<file path="src/rtl/proc_ctrl_pkg.sv">
// Shared definitions for the fetch/execute control sequencer: state encoding and
// default fetch/interrupt vectors.
package proc_ctrl_pkg;

    typedef enum logic [2:0] {
        StBoot   = 3'd0,
        StFetch  = 3'd1,
        StDecode = 3'd2,
        StExec   = 3'd3,
        StUpdate = 3'd4,
        StHalt   = 3'd5
    } state_e;

    localparam logic [15:0] RESET_VECTOR_DFLT = 16'h0000;
    localparam logic [15:0] IRQ_VECTOR_DFLT   = 16'h0010;

endpackage

</file>
<file path="src/rtl/fetch_sequencer.sv">
// Instruction fetch/decode/execute sequencer. Drives memory reads, instruction register
// load, execute handshake and program-counter updates (jump, taken branch, reset vector).
// Optional interrupt entry/return is compiled in with `define FETCH_SEQUENCER_IRQ_EN.
module fetch_sequencer
    import proc_ctrl_pkg::*;
#(
    parameter logic [15:0] RESET_VECTOR = RESET_VECTOR_DFLT,
    parameter logic [15:0] IRQ_VECTOR   = IRQ_VECTOR_DFLT
) (
    input  logic        clk,
    input  logic        rst,
    output logic        mem_req,
    input  logic        mem_ready,
    output logic        ir_load,
    input  logic        op_jump,
    input  logic        op_branch,
    input  logic        cond_true,
    input  logic        op_halt,
    input  logic [15:0] jump_target,
    output logic        exec_start,
    input  logic        exec_done,
    output logic        halted,
    output logic        writePC,
    output logic        incrementPC,
    output logic [15:0] pc_data,
`ifdef FETCH_SEQUENCER_IRQ_EN
    input  logic        irq,
    input  logic        op_reti,
    output logic        irq_ack,
    output logic [15:0] epc,
`endif
    input  logic [15:0] pc_q
);

    state_e      state_q, state_d;
    logic        jump_q, jump_d;
    logic        taken_q, taken_d;
    logic        halt_q, halt_d;
    logic [15:0] target_q, target_d;
    // Set after the first EXEC cycle so exec_start fires only once per instruction.
    logic        exec_busy_q, exec_busy_d;

    logic        mem_req_c, ld_c, wr_c, es_c, halted_c;
    logic [15:0] pc_val;

`ifdef FETCH_SEQUENCER_IRQ_EN
    logic        reti_q, reti_d;
    logic        ien_q, ien_d;
    logic [15:0] epc_q, epc_d;
    logic        ack_c;
    logic        irq_take;
    assign irq_take = irq && ien_q;
`endif

    // Next-state, flag capture and raw (ungated) strobe generation.
    always_comb begin
        state_d     = state_q;
        jump_d      = jump_q;
        taken_d     = taken_q;
        halt_d      = halt_q;
        target_d    = target_q;
        exec_busy_d = exec_busy_q;
        mem_req_c   = 1'b0;
        ld_c        = 1'b0;
        wr_c        = 1'b0;
        es_c        = 1'b0;
        halted_c    = 1'b0;
        pc_val      = '0;
`ifdef FETCH_SEQUENCER_IRQ_EN
        reti_d      = reti_q;
        ien_d       = ien_q;
        epc_d       = epc_q;
        ack_c       = 1'b0;
`endif
        unique case (state_q)
            StBoot: begin
                wr_c    = 1'b1;
                pc_val  = RESET_VECTOR;
                state_d = StFetch;
            end
            StFetch: begin
                mem_req_c = 1'b1;
                if (mem_ready) begin
                    ld_c    = 1'b1;
                    state_d = StDecode;
                end
            end
            StDecode: begin
                jump_d      = op_jump;
                taken_d     = op_branch & cond_true;
                halt_d      = op_halt;
                target_d    = jump_target;
                exec_busy_d = 1'b0;
`ifdef FETCH_SEQUENCER_IRQ_EN
                reti_d      = op_reti;
`endif
                state_d     = StExec;
            end
            StExec: begin
                es_c        = ~exec_busy_q;
                exec_busy_d = 1'b1;
                if (exec_done) state_d = StUpdate;
            end
            StUpdate: begin
                state_d = StFetch;
                if (halt_q) begin
                    state_d = StHalt;
                end
`ifdef FETCH_SEQUENCER_IRQ_EN
                else if (reti_q) begin
                    wr_c   = 1'b1;
                    pc_val = epc_q;
                    ien_d  = 1'b1;
                end
`endif
                else if (taken_q || jump_q) begin
                    wr_c   = 1'b1;
                    pc_val = target_q;
                end
`ifdef FETCH_SEQUENCER_IRQ_EN
                else if (irq_take) begin
                    wr_c   = 1'b1;
                    pc_val = IRQ_VECTOR;
                    ack_c  = 1'b1;
                    epc_d  = pc_q;
                    ien_d  = 1'b0;
                end
`endif
            end
            StHalt: begin
                halted_c = 1'b1;
`ifdef FETCH_SEQUENCER_IRQ_EN
                if (irq_take) begin
                    wr_c    = 1'b1;
                    pc_val  = IRQ_VECTOR;
                    ack_c   = 1'b1;
                    epc_d   = pc_q;
                    ien_d   = 1'b0;
                    state_d = StFetch;
                end
`endif
            end
            default: state_d = StBoot;
        endcase
    end

    // State and flag registers with synchronous reset.
    always_ff @(posedge clk) begin
        if (rst) begin
            state_q     <= StBoot;
            jump_q      <= 1'b0;
            taken_q     <= 1'b0;
            halt_q      <= 1'b0;
            target_q    <= '0;
            exec_busy_q <= 1'b0;
`ifdef FETCH_SEQUENCER_IRQ_EN
            reti_q      <= 1'b0;
            ien_q       <= 1'b1;
            epc_q       <= '0;
`endif
        end else begin
            state_q     <= state_d;
            jump_q      <= jump_d;
            taken_q     <= taken_d;
            halt_q      <= halt_d;
            target_q    <= target_d;
            exec_busy_q <= exec_busy_d;
`ifdef FETCH_SEQUENCER_IRQ_EN
            reti_q      <= reti_d;
            ien_q       <= ien_d;
            epc_q       <= epc_d;
`endif
        end
    end

    // Reset masks every output immediately so an aborted operation issues no strobe.
    assign mem_req     = mem_req_c & ~rst;
    assign ir_load     = ld_c & ~rst;
    assign incrementPC = ld_c & ~rst;
    assign writePC     = wr_c & ~rst;
    assign pc_data     = writePC ? pc_val : '0;
    assign exec_start  = es_c & ~rst;
    assign halted      = halted_c & ~rst;
`ifdef FETCH_SEQUENCER_IRQ_EN
    assign irq_ack     = ack_c & ~rst;
    assign epc         = rst ? '0 : epc_q;
`endif

endmodule

</file>
<file path="config.mk">
export PLATFORM = sky130hd
export DESIGN_NAME = fetch_sequencer
export DESIGN_NICKNAME = d
export VERILOG_FILES = /design/src/rtl/proc_ctrl_pkg.sv /design/src/rtl/fetch_sequencer.sv
export SDC_FILE = /design/constraint.sdc
export NUM_CORES = 1
export LEC_CHECK = 0
export CAP_MARGIN = 15
export CORE_MARGIN = 2
export CORE_UTILIZATION = 39
export DETAILED_ROUTE_END_ITERATION = 8
export PLACE_DENSITY = 0.83
export SKIP_LAST_GASP = 1
export SLEW_MARGIN = 20
export SYNTH_ARGS = -nofsm -noshare
export SYNTH_HDL_FRONTEND = slang
export SYNTH_SLANG_ARGS = --single-unit
</file>
<file path="constraint.sdc">
create_clock -name clk -period 5.6 [get_ports clk]
set_input_delay 1.68 -clock clk [delete_from_list [all_inputs] [get_ports clk]]
set_output_delay 1.68 -clock clk [all_outputs]
set_load 0.02 [all_outputs]
</file>
==> out/metrics.yaml, run 1 <==
status: "finished clean"
pin_count: 62
post_cts_resized: 0
clockRootBuffer: "clkbuf_4"
powerDensity_mw_per_mm2: 196.8
fmax_mhz: 185.5
dp.final_hpwl_um: 1673
place_area_mm2: 0.001476
dp_slack_ns: 0.1797
worst-setup-path-type: "in -> out"
synth-seq-cells: 23
cts-buffers-inserted: 3
viasPerCell: 4.857
row_count: 18
die_h_um: 55.73
wl_per_cell_um: 11.27
postSynthNetCount: 173
min_period_ns: 5.391
fin_setup_tns_ns: 0
finalClockSkew_ns: 0.004998
die_w_um: 55.73
firstDrtPassIters: 4
ys_types: 25
synth-async-reset-ratio_pct: 0
grtUsageTotal_pct: 15.08
ir_drop_v: 0.0001188
endpoint_kind: "output pin"
synth_most_common_cell: "nand2_1"
finalHoldViolations: 0
drive_above_1_share_pct: 4.624
final_cells: 203
critPathRequiredTime_ns: 3.92
ys_seq_area_share_pct: 44.12
synth_top_area_share_pct: 44.12
h-tree-depth: 1
grt_max_degree: 28
yosysTopAreaCell: "dfxtp_1"
final_area_mm2: 0.001503
setup_viol: 0
syn_to_final_growth_pct: 44.00
fin_nets: 214
yosys_warnings: 0
slew_headroom_pct: 51.31
timing.final.ws_setup_ns: 0.2094
post_cts_buffers: 0
synth-edff-count: 0
nFillCells: 245
rsz0062_at_grt: "no"
post-route-util_pct: 60.11
synth.avg_cell_area_um2: 7.846
finalMaxSlewViolations: 0
cts.path.max_buffers: 2
synthFlopType: "dfxtp_1"
max_cap_viol_count: 0
cts.sinks: 23
gp_congestion: 0.7722
drt_wl_total_um: 2287
core-area_mm2: 0.002500
path_common_cell: "clkdlybuf4s50_1"
clk_latency_ns: 0.30
clk_pin_slew_ns: 0.11
grt_pass1_vias: 923
drt_iter0_drc: 7
whs_ns: 0.4567
post-route-period-util_pct: 96.26
hold_path.class: "reg -> reg"
insertedDiodeCount: 0
worst-path-max-fanout: 16
netlist_area_mm2: 0.001044
worstMarginPinSlew_ns: 0.7296
portBuffers: 45
grt_overflow_total: 0
cts_tree: "done"
die_area_mm2: 0.003105
synth_commonest_cells: "40 x nand2_1, 23 x dfxtp_1, 21 x a21oi_1, 16 x and2_1, 5 x buf_2"
antenna_found_initial: 0
crit_path_cell_trace: "clkdlybuf4s50_1 > or3_4 > nor3_4 > and2_1 > clkdlybuf4s50_1"
p_total_mw: 0.2957
initial_core_util_pct: 41.74
cp.arrival_ns: 3.71
synthCells: 133
vias: 986
slowest_stage: "clkdlybuf4s50_1"
ant_nets: 0
synth.top_cells.by_area: "dfxtp_1 44%, nand2_1 14%, a21oi_1 10%"
cts_hold_buf: 0
drc: 0
start_kind: "input port"
grt_first_pass_wirelength_um: 3850
p_leak_nw: 0.5280
post-place-cells: 199
max_stage_delay_ns: 0.61
## metal layers
metal | part of all wire (%) | global-route usage [%] | vias to the layer above
li1 | - | - | 517
met1 | 46 | 17.99 | 436
met2 | 47 | 26.19 | 31
met3 | 7.1 | 3.721 | 2
met4 | 0.31 | 5.226 | 0
met5 | 0 | 0 | -
## final timing paths
check / from / end / slack, ns / cells past startpoint
setup / recovery: rst / pc_data[1] / 0.21 / 5
hold / removal: target_q[7]$_SDFFE_PP0P_ / target_q[7]$_SDFFE_PP0P_ / 0.46 / 2
setup reg to reg: state_q[1]$_SDFFE_PP0P_ / taken_q$_SDFFE_PP0P_ / 4.09 / 3
hold reg to reg: target_q[7]$_SDFFE_PP0P_ / target_q[7]$_SDFFE_PP0P_ / 0.46 / 2
## critical path: cells and delay by family
kind | cells | cell delay, ns
buffers and inverters | 2 | 1.03
and+or+nand+nor | 3 | 1.00
## cells in the final DEF, fill, tap and decap left out, drive strengths merged
cell type,instances
a211oi,1
nor3b,1
a21oi,21
o21bai,1
nor2b,1
nor2,2
or3,2
nand2,40
nor4,2
and2,16
nor3,5
clkdlybuf4s50,45
clkbuf,4
mux2i,1
nand2b,1
buf,1
inv,2
a2bb2oi,1
dfxtp,23
nand3,2
or3b,1
## flip-flops by register name, indices dropped and copies added, names as in the netlist
register and cells:
jump_q 1, target_q 16, halt_q 1, state_q 3, exec_busy_q 1, taken_q 1
## cell type report
class | instances | area (um2) | area share (%)
tap | 30 | 37.54 | 2.498
sequential | 23 | 460.4 | 30.64
timing repair buffer | 46 | 457.9 | 30.47
clock buffer | 4 | 26.28 | 1.749
inverter | 2 | 7.507 | 0.4996
multi-input combinational | 98 | 513.0 | 34.14
## power by group
group / internal, mW / leakage, nW / switching, mW
clock network: 0.0277 / 0.0150 / 0.0458
logic: 0.0264 / 0.326 / 0.0204
registers: 0.170 / 0.187 / 0.00527
total: 0.224 / 0.528 / 0.0715
## logic make-up (layout without fill, tap and decap cells)
family          Yosys count  after routing  share of synthesized area [%]
compound gates           24             24                          12.35
mux                       1              1                         0.9593
flops                    23             23                          44.12
buf+inv                  12             52                          6.714
simple gates             73             73                          35.85
No activity file was read; power rests on OpenSTA's default activity.
==> run 2, diff against run 1 <==
Settings changed: PLACE_DENSITY 0.83 to 0.91, TNS_END_PERCENT from default to 1.
==> run 2 against run 1 <==
Against the previous run:
- power is 0.69% lower
- die area stayed put
- design area stayed put
- critical endpoint is now pc_data[11]
- largest power group unchanged
==> out/metrics.yaml, run 2 (synthesis gave the netlist of run 1 again) <==
worst-path-max-fanout: 16
gp_congestion: 0.7303
hold_path.class: "reg -> reg"
drive_above_1_share_pct: 4.624
finalClockSkew_ns: 0.006014
cts.path.max_buffers: 2
dp.final_hpwl_um: 1715
row_count: 18
initial_core_util_pct: 41.74
drc: 0
grtUsageTotal_pct: 15.41
top_register: "target_q"
post_cts_resized: 0
status: "finished clean"
cts-buffers-inserted: 3
fin_nets: 214
pin_count: 62
finalMaxSlewViolations: 0
largest_reg_flops: 16
portBuffers: 45
syn_to_final_growth_pct: 44.00
path_common_cell: "clkdlybuf4s50_1"
h-tree-depth: 1
ant_nets: 0
finalHoldViolations: 0
die_w_um: 55.73
p_leak_nw: 0.5280
grt_overflow_total: 0
clk_latency_ns: 0.29
max_stage_delay_ns: 0.60
fmax_mhz: 186.6
wl_per_cell_um: 11.62
die_area_mm2: 0.003105
clk_pin_slew_ns: 0.11
cp.arrival_ns: 3.68
setup_viol: 0
cts_tree: "done"
powerDensity_mw_per_mm2: 195.4
grt_first_pass_wirelength_um: 3898
insertedDiodeCount: 0
start_kind: "input port"
ir_drop_v: 0.0001210
slew_headroom_pct: 50.09
firstDrtPassIters: 4
worstMarginPinSlew_ns: 0.7478
reg_top3: "target_q (16), state_q (3)"
worst-setup-path-type: "in -> out"
viasPerCell: 4.867
slowest_stage: "clkdlybuf4s50_1"
final_cell_mix: "45 x clkdlybuf4s50_1, 40 x nand2_1, 23 x dfxtp_1, 21 x a21oi_1, 16 x and2_1"
drt_wl_total_um: 2358
core-area_mm2: 0.002500
nFillCells: 255
cts_hold_buf: 0
crit_path_cell_trace: "clkdlybuf4s50_1 > or3_4 > nor3_4 > and2_1 > clkdlybuf4s50_1"
fin_setup_tns_ns: 0
critPathRequiredTime_ns: 3.92
post-route-period-util_pct: 95.70
place_area_mm2: 0.001476
drt_iter0_drc: 15
die_h_um: 55.73
endpoint_kind: "output pin"
grt_pass1_vias: 921
clockRootBuffer: "clkbuf_4"
post_cts_buffers: 0
max_cap_viol_count: 0
antenna_found_initial: 0
min_period_ns: 5.359
final_area_mm2: 0.001503
mostFrequentLayoutCell: "clkdlybuf4s50_1"
grt_max_degree: 28
vias: 988
rsz0062_at_grt: "no"
cts.sinks: 23
-- run 2: cell counts in the layout (fill, tap and decap cells not counted) --
Identical to the previous run, type by type.
-- run 2: cell type report --
type / instances / area (um2) / share of cell area, %
multi-input combinational: 98 / 513.0 / 34.14
sequential: 23 / 460.4 / 30.64
timing repair buffer: 46 / 457.9 / 30.47
tap: 30 / 37.54 / 2.498
clock buffer: 4 / 26.28 / 1.749
inverter: 2 / 7.507 / 0.4996
-- run 2: worst paths after layout --
| path | slack [ns] | end | depth (start not counted) | startpoint |
|---|---|---|---|---|
| setup / recovery | 0.24 | pc_data[11] | 5 | rst |
| hold / removal | 0.46 | target_q[2]$_SDFFE_PP0P_ | 2 | target_q[2]$_SDFFE_PP0P_ |
| setup reg to reg | 4.03 | target_q[5]$_SDFFE_PP0P_ | 3 | state_q[2]$_SDFFE_PP0P_ |
| hold reg to reg | 0.46 | target_q[2]$_SDFFE_PP0P_ | 2 | target_q[2]$_SDFFE_PP0P_ |
-- run 2: report_power, final --
| part | switching, mW | internal, mW | total [mW] |
|---|---|---|---|
| combinational | 0.0209 | 0.0263 | 0.0472 |
| clock | 0.0433 | 0.0276 | 0.0709 |
| sequential | 0.00545 | 0.170 | 0.176 |
-- run 2: per-layer routing --
| layer | vias up | track usage [%] | share of wire, % |
|---|---|---|---|
| li1 | 514 | - | - |
| met3 | 2 | 1.628 | 4.2 |
| met1 | 441 | 17.53 | 43 |
| met5 | - | 0 | 0 |
| met4 | 0 | 5.575 | 1.1 |
| met2 | 31 | 29.25 | 51 |
-- run 2: worst max-delay path, delay by kind of cell --
family | cells | cell delay [ns]
buffers and inverters | 2 | 1.02
and+or+nand+nor | 3 | 0.98
-- run 2: through the flow --
step	util, %	hold slack [ns]	setup WS (ns)	power (mW)	std cells
2_1_floorplan	-	0.4317	1.027	0.2040	133
3_3_place_gp	59.06	0.4372	0.2220	0.2247	199
3_5_place_dp	59.06	0.4435	0.2030	0.2268	199
4_1_cts	60.11	0.4599	0.2031	0.2961	203
5_1_grt	60.11	0.4833	0.1383	0.3099	203
6_report	60.11	0.4555	0.2407	0.2937	203
==> run 3, diff against run 2 <==
Settings changed: CORE_MARGIN 2 to default.
==> run 3 against run 2 <==
Against the previous run:
- first-iteration DRC count decreased by 20%
- cell count unchanged
- power increased by 0.26%
- count of clock-buffer cells in the layout decreased by 1
- largest cell class unchanged
- non-clock buffer count unchanged
- hold slack improved by 0.0016 ns
- via count decreased by 3.6%
==> out/metrics.yaml, run 3 (synthesis gave the netlist of run 1 again) <==
initial_core_util_pct: 41.74
h-tree-depth: 1
clk_pin_slew_ns: 0.12
start_kind: "input port"
worst-path-max-fanout: 16
post_cts_resized: 0
grt_overflow_total: 0
drt_wl_total_um: 2182
cts.sinks: 23
final_cell_mix: "45 x clkdlybuf4s50_1, 40 x nand2_1, 23 x dfxtp_1, 21 x a21oi_1, 16 x and2_1"
cp.arrival_ns: 3.73
clockRootBuffer: "clkbuf_4"
p_leak_nw: 0.5308
gp_congestion: 0.7667
largest_reg_flops: 16
firstDrtPassIters: 4
wl_per_cell_um: 10.75
powerDensity_mw_per_mm2: 195.8
clk_latency_ns: 0.29
post-route-period-util_pct: 96.59
min_period_ns: 5.409
portBuffers: 45
worst-setup-path-type: "in -> out"
drc: 0
viasPerCell: 4.690
finalClockSkew_ns: 0.002748
final_area_mm2: 0.001504
cts_tree: "done"
cts.path.max_buffers: 2
grtUsageTotal_pct: 17.07
post_cts_buffers: 0
drive_above_1_share_pct: 5.202
die_h_um: 53.73
fin_setup_tns_ns: 0
pin_count: 62
vias: 952
reg_top3: "target_q (16), state_q (3)"
place_area_mm2: 0.001476
ant_nets: 0
dp.final_hpwl_um: 1544
fmax_mhz: 184.9
hold_path.class: "reg -> reg"
setup_viol: 0
antenna_found_initial: 0
drt_iter0_drc: 12
worstMarginPinSlew_ns: 0.7383
core-area_mm2: 0.002500
status: "finished clean"
die_w_um: 53.73
critPathRequiredTime_ns: 3.92
slew_headroom_pct: 50.73
whs_ns: 0.4570
grt_max_degree: 28
endpoint_kind: "output pin"
finalHoldViolations: 0
syn_to_final_growth_pct: 44.12
finalMaxSlewViolations: 0
die_area_mm2: 0.002886
top_register: "target_q"
grt_pass1_vias: 886
grt_first_pass_wirelength_um: 3560
p_total_mw: 0.2945
max_cap_viol_count: 0
mostFrequentLayoutCell: "clkdlybuf4s50_1"
ir_drop_v: 0.0001163
row_count: 18
insertedDiodeCount: 0
cts_hold_buf: 0
cts-buffers-inserted: 3
rsz0062_at_grt: "no"
fin_nets: 214
## run 3: metal layers
layer	up-vias	part of all wire (%)	track usage (%)
met4	0	0.55	6.140
met5	-	0	0
met3	2	4.8	2.825
met1	415	46	19.90
met2	25	48	30.86
li1	510	-	-
## run 3: area by class of cell
class | instances | area [um2]
tap | 30 | 37.54
sequential | 23 | 460.4
timing repair buffer | 46 | 457.9
multi-input combinational | 98 | 513.0
fill | 233 | 996.0
inverter | 2 | 7.507
clock buffer | 3 | 22.52
clock inverter | 1 | 5.005
## run 3: critical path, stage by stage
cell             delay [ns]
clkdlybuf4s50_1        0.42
or3_4                  0.36
nor3_4                 0.45
and2_1                 0.21
clkdlybuf4s50_1        0.60
## run 3: per-stage QoR
step                      setup slack, ns  utilization (%)  instances
after floorplan                     1.027                -        133
after global placement             0.2210            59.06        199
after detailed placement           0.1614            59.06        199
after CTS                          0.1610            60.16        203
after global routing              0.08844            60.16        203
final                              0.1909            60.16        203
## run 3: power breakdown
| group | switching, mW | total (mW) | internal, mW |
|---|---|---|---|
| clock network | 0.0455 | 0.0721 | 0.0265 |
| logic | 0.0206 | 0.0469 | 0.0264 |
| registers | 0.00533 | 0.175 | 0.170 |
| total | 0.0714 | 0.294 | 0.223 |
## run 3: worst paths after layout
check	cells after the start	slack (ns)	start	end
setup / recovery	5	0.19	rst	pc_data[8]
hold / removal	2	0.46	target_q[3]$_SDFFE_PP0P_	target_q[3]$_SDFFE_PP0P_
setup reg to reg	3	4.07	state_q[1]$_SDFFE_PP0P_	taken_q$_SDFFE_PP0P_
hold reg to reg	2	0.46	target_q[3]$_SDFFE_PP0P_	target_q[3]$_SDFFE_PP0P_
